## src/rtl/shift_sequencer.sv

```systemverilog
// -----------------------------------------------------------------------------
// shift_sequencer
//
// Command-driven controller for an external WIDTH-bit rotating shift register
// that supports parallel load, rotate right, rotate left and arithmetic shift
// right. The register has a synchronous active-high reset and no hold mode.
//
// One operation is accepted per cmd valid/ready handshake. The operation:
//   1. loads the operand into the register,
//   2. issues exactly cmd_count shift cycles,
//   3. presents the result until the consumer takes it.
// Between operations the register is kept stable by reloading its own output
// every cycle.
//
// Ports
//   clock            system clock, rising edge
//   reset            asynchronous, active-low reset
//   cmd_valid        command present
//   cmd_ready        sequencer can accept a command (IDLE only)
//   cmd_op           00 rotate right, 01 rotate left, 10 ASR, 11 load only
//   cmd_data         operand
//   cmd_count        number of shift cycles
//   rsp_valid        result available
//   rsp_ready        consumer takes result
//   rsp_data         result (register output while in DONE)
//   busy             high in LOAD or SHIFT
//   sr_reset         register synchronous reset (= ~reset)
//   sr_loadn         register parallel-load enable, active low
//   sr_rotate_right  1 = shift toward bit 0, 0 = rotate toward bit WIDTH-1
//   sr_as_right      1 = MSB keeps its value on a right shift (ASR)
//   sr_data          register parallel-load data
//   sr_q             register output
// -----------------------------------------------------------------------------
module shift_sequencer #(
  parameter int WIDTH = 8,
  parameter int CNT_W = 4
) (
  input  logic             clock,
  input  logic             reset,
  input  logic             cmd_valid,
  output logic             cmd_ready,
  input  logic [1:0]       cmd_op,
  input  logic [WIDTH-1:0] cmd_data,
  input  logic [CNT_W-1:0] cmd_count,
  output logic             rsp_valid,
  input  logic             rsp_ready,
  output logic [WIDTH-1:0] rsp_data,
  output logic             busy,
  output logic             sr_reset,
  output logic             sr_loadn,
  output logic             sr_rotate_right,
  output logic             sr_as_right,
  output logic [WIDTH-1:0] sr_data,
  input  logic [WIDTH-1:0] sr_q
);

  typedef enum logic [1:0] {
    S_IDLE  = 2'd0,
    S_LOAD  = 2'd1,
    S_SHIFT = 2'd2,
    S_DONE  = 2'd3
  } state_e;

  typedef enum logic [1:0] {
    OP_ROR  = 2'b00,
    OP_ROL  = 2'b01,
    OP_ASR  = 2'b10,
    OP_LOAD = 2'b11
  } op_e;

  localparam logic [CNT_W-1:0] CNT_ONE  = CNT_W'(1);
  localparam logic [CNT_W-1:0] CNT_ZERO = '0;

  state_e           state_q, state_d;
  op_e              op_q, op_d;
  logic [WIDTH-1:0] data_q, data_d;
  logic [CNT_W-1:0] cnt_q, cnt_d;

  // The register clears on any clock edge while our reset is held low.
  assign sr_reset = ~reset;

  // NOTE: sequential state uses non-blocking assignments so every flop samples
  // the pre-edge value of its inputs regardless of statement order.
  always_ff @(posedge clock or negedge reset) begin
    if (!reset) begin
      state_q <= S_IDLE;
      op_q    <= OP_ROR;
      data_q  <= '0;
      cnt_q   <= '0;
    end else begin
      state_q <= state_d;
      op_q    <= op_d;
      data_q  <= data_d;
      cnt_q   <= cnt_d;
    end
  end

  always_comb begin
    // NOTE: every signal gets a default before the case so no path leaves a
    // variable unassigned, which would otherwise infer a latch.
    state_d         = state_q;
    op_d            = op_q;
    data_d          = data_q;
    cnt_d           = cnt_q;
    cmd_ready       = 1'b0;
    rsp_valid       = 1'b0;
    rsp_data        = '0;
    busy            = 1'b0;
    sr_loadn        = 1'b0;   // register has no hold mode: reload is "hold"
    sr_data         = sr_q;
    sr_rotate_right = 1'b0;
    sr_as_right     = 1'b0;

    unique case (state_q)
      S_IDLE: begin
        cmd_ready = 1'b1;
        if (cmd_valid) begin
          op_d    = op_e'(cmd_op);
          data_d  = cmd_data;
          cnt_d   = cmd_count;
          state_d = S_LOAD;
        end
      end

      S_LOAD: begin
        busy    = 1'b1;
        sr_data = data_q;
        if (cnt_q != CNT_ZERO && op_q != OP_LOAD) state_d = S_SHIFT;
        else                                      state_d = S_DONE;
      end

      S_SHIFT: begin
        busy     = 1'b1;
        sr_loadn = 1'b1;
        unique case (op_q)
          OP_ROR:  sr_rotate_right = 1'b1;
          OP_ROL:  sr_rotate_right = 1'b0;
          OP_ASR: begin
            sr_rotate_right = 1'b1;
            sr_as_right     = 1'b1;
          end
          default: sr_rotate_right = 1'b0;  // load-only never reaches SHIFT
        endcase
        cnt_d = cnt_q - CNT_ONE;
        // Leaving on cnt==1 makes this the last of exactly count shift edges.
        if (cnt_q == CNT_ONE) state_d = S_DONE;
      end

      S_DONE: begin
        rsp_valid = 1'b1;
        rsp_data  = sr_q;
        if (rsp_ready) state_d = S_IDLE;
      end

      default: state_d = S_IDLE;
    endcase

    // While reset is low the state is already IDLE, but the outputs must
    // also look inactive and the register must see load-zero.
    if (!reset) begin
      cmd_ready       = 1'b0;
      rsp_valid       = 1'b0;
      rsp_data        = '0;
      busy            = 1'b0;
      sr_loadn        = 1'b0;
      sr_data         = '0;
      sr_rotate_right = 1'b0;
      sr_as_right     = 1'b0;
    end
  end

endmodule
```

## config.mk

```make
export PLATFORM = sky130hd
export DESIGN_NAME = shift_sequencer
export DESIGN_NICKNAME = d
export VERILOG_FILES = /design/src/rtl/shift_sequencer.sv
export SDC_FILE = /design/constraint.sdc
export NUM_CORES = 1
export LEC_CHECK = 0
export CORE_MARGIN = 2
export CORE_UTILIZATION = 30
export CTS_CLUSTER_DIAMETER = 60
export DETAILED_ROUTE_END_ITERATION = 7
export PLACE_DENSITY = 0.57
export SLEW_MARGIN = 40
export SYNTH_ARGS = -nofsm -noshare
export SYNTH_HDL_FRONTEND = slang
export SYNTH_SLANG_ARGS = --single-unit
export TNS_END_PERCENT = 20
```

## constraint.sdc

```tcl
create_clock -name clock -period 5 [get_ports clock]
set_clock_uncertainty 0.2 [all_clocks]
set_input_delay 1.25 -clock clock [delete_from_list [all_inputs] [get_ports clock]]
set_output_delay 1.25 -clock clock [all_outputs]
set_load 0.02 [all_outputs]
```

==> impl_results.md <==
* Overall Power at ~0.00087 W
* Area grow syn2layout at 52.0%
* Worst setup margin at 0.674 ns
* Die H at roughly 65 um
* Slowest CP cell: clkdlybuf4s50_1
* Worst EP arrival at 2.88 ns
* Post-CTS Setup Inserts at 0
* Row count at 22
* Status: finished, final reports clean
* Worst-Margin Slew at roughly 0.57 ns
* Most frequent cell on the critical path: clkdlybuf4s50_1
* Seq/Total Area, Yosys at 0.363
* Fin Hold WS at approximately 0.31 ns
* Largest stage delay on the critical path at a little over 0.6 ns
* Iter 0 DRT Violations at 18
* LEAKAGE at about 0.73 nW
* Slew headroom at 0.619
* CP max FO at 9
* Fin crit period at 4.33 ns
* Longest Clk Path Bufs at 2
* Cells after Synth at roughly 110
* Tcrit/Tclk final at 0.865
* Layout cells sized above 1 at 0.126
* CTS sink count at 16
* Hold Path Class: reg2reg
* Initial core utilization at 0.306
* VDD IR-drop max at 0.159 mV
* Final Setup Violations at 0
* Antenna fix cells at 0
* CTS Buf Count at 3
* Residual DRC at 0
* Gr usage total at 0.156
* EDFF count, synth at 0
* Full die area at ~4200 sq um
* Fill count at 350
* Initial antenna violation count at 0
* Worst setup path class: in2out
* CP Launch Type: input port
* Root Driver: clkbuf_8
* WL/cell at approximately 14 um
* Worst EP required at between 3 and 4 ns
* Final count of pins violating max slew at 0
* Hpwl dp at between 2000 and 2500 um
* Detailed Routing Iterations Pass 1 at 4
* Async SR Flop Fraction at 1.00
* Yosys warns at 0
* Worst-skew pair later-pin latency at 0.25 ns
* Vias per cell at roughly 4.8
* Routability cong. at between 0.7 and 0.8
* CTS clk-pin slew, worst paths at 0.07 ns
* IO Count at 49
* Die width at 64.7 um
* Antenna violation net count after detailed routing at 0
* Net count after synthesis at 144
* Depth of the CTS H-tree at 1
* CTS hold repair buffers at 0
* Netlist Area Pre-Place at 1100 sq um
* MaxCap Viol Count at 0
* First-pass GRT wire length at ~5000 um
* PostCTS Resize Cnt at 0
* Fmax at ~230 MHz
* CTS tree: done
* P per Cell Area at approximately 520 nW/um^2
* IO Port Bufs at 48
* Post-placement setup slack at ~0.67 ns
* Overflow after GRT at 0
* Largest net degree at the start of global routing at 16
* Count of cell types in the netlist at 32
* Endpoints failing hold at 0
* Drt total wl at around 3000 um
* Crit-path cells: clkdlybuf4s50_1 -> clkinv_1 -> nor2_1 -> clkdlybuf4s50_1
* Post-layout net count at 194
* Syn Area/Cell at 9.94 sq um
* Post-route setup TNS at 0 ns
* CP endpoint kind: primary output
* Synth Register Bits at 16
* Vias in the first global route at roughly 1,100
* Via count at 988
* Core ar. at about 3600 sq um
* Post-synth top flop: dfrtp_1
* RSZ-0062 raised after global routing: no
cell families after synthesis:
family                   Yosys count  share of synthesized area
flip-flops                        16                      0.363
AO/OA/AOI/OAI                     15                      0.116
AND/OR/NAND/NOR                   42                      0.213
multiplexers                      19                      0.185
buffers and inverters             12                     0.0442
adder cells (fa/ha/maj)            7                     0.0794
path summary, 6_finish.rpt:
path	start	end	slack, ns	depth (start not counted)
worst max-delay path	reset	sr_data[1]	0.67	4
worst min register to register	data_q[5]$_DFFE_PN0P_	data_q[5]$_DFFE_PN0P_	0.31	1
min in group asynchronous	reset	data_q[3]$_DFFE_PN0P_	1.01	1
worst max register to register	state_q[0]$_DFFE_PN0P_	state_q[1]$_DFFE_PN0P_	2.82	5
worst min-delay path	data_q[5]$_DFFE_PN0P_	data_q[5]$_DFFE_PN0P_	0.31	1
max in group asynchronous	reset	data_q[7]$_DFFE_PN0P_	3.18	2
report_power, final:
group | internal, W | total (W) | switching (W)
clock | 0.0000535 | 0.0000996 | 0.0000462
combinational | 0.000266 | 0.000521 | 0.000254
sequential | 0.000197 | 0.000249 | 0.0000520
layout make-up:
type | instances | area, sq um | area share
Clock buffer | 3 | 41.3 | 0.0246
Tap cell | 48 | 60.1 | 0.0358
Inverter | 7 | 26.3 | 0.0157
Sequential cell | 16 | 400 | 0.239
Timing Repair Buffer | 50 | 495 | 0.295
Multi-Input combinational cell | 83 | 654 | 0.390
layout by cell type (no fill, tap or decap), drive strengths merged:
master / Yosys / layout
and3: 11 / 11
o22ai: 1 / 1
mux2: 11 / 11
clkinv: 1 / 1
or3: 1 / 1
a2111oi: 1 / 1
o221ai: 1 / 1
nor3: 1 / 1
clkdlybuf4s50: 0 / 48
nand2: 5 / 5
inv: 6 / 6
a211oi: 2 / 2
clkbuf: 2 / 3
mux2i: 8 / 8
dfrtp: 16 / 16
nor2: 10 / 10
or2: 2 / 2
a22oi: 1 / 1
or3b: 1 / 1
o31a: 1 / 1
ha: 7 / 7
a2bb2oi: 1 / 1
and2: 4 / 4
nor4: 1 / 1
nand2b: 1 / 1
a21oi: 1 / 1
buf: 3 / 2
o21ai: 5 / 5
and4bb: 1 / 1
o311ai: 1 / 1
nor2b: 4 / 4
synthesized netlist by cell type (all sizes together), types with 2 or more instances:
cell type | n | area, sq um
a211oi | 2 | 20.0
and2 | 4 | 25.0
and3 | 11 | 68.8
buf | 3 | 15.0
clkbuf | 2 | 7.51
dfrtp | 16 | 400
ha | 7 | 87.6
inv | 6 | 22.5
mux2 | 11 | 124
mux2i | 8 | 80.1
nand2 | 5 | 18.8
nor2 | 10 | 37.5
nor2b | 4 | 25.0
o21ai | 5 | 25.0
or2 | 2 | 12.5
per-layer routing:
| layer | routed length (um) | GRT usage | vias to the layer above | part of all wire |
|---|---|---|---|---|
| met5 | 0 | 0 | - | 0 |
| met4 | 27 | 0.0638 | 0 | 0.0090 |
| met3 | 62 | 0.0226 | 2 | 0.021 |
| met2 | 1570 | 0.289 | 14 | 0.53 |
| met1 | 1330 | 0.179 | 477 | 0.44 |
| li1 | - | - | 495 | - |
flip-flops by register name, summed over array words and instances, names as in the netlist:
| signal | cells |
|---|---|
| data_q | 8 |
| cnt_q | 4 |
| op_q | 2 |
| state_q | 2 |
critical path: cells and delay by family:
family	cells	cell delay (ns)
buffers and inverters	3	1.46
AND/OR/NAND/NOR	1	0.16
through the flow:
step	instances	utilization	instance area [sq um]
after global placement	204	0.454	1640
after global routing	207	0.465	1680
final	207	0.465	1680
after floorplan	111	-	1100
after detailed placement	204	0.454	1640
after CTS	207	0.465	1680
No activity file was read; power rests on OpenSTA's default activity.
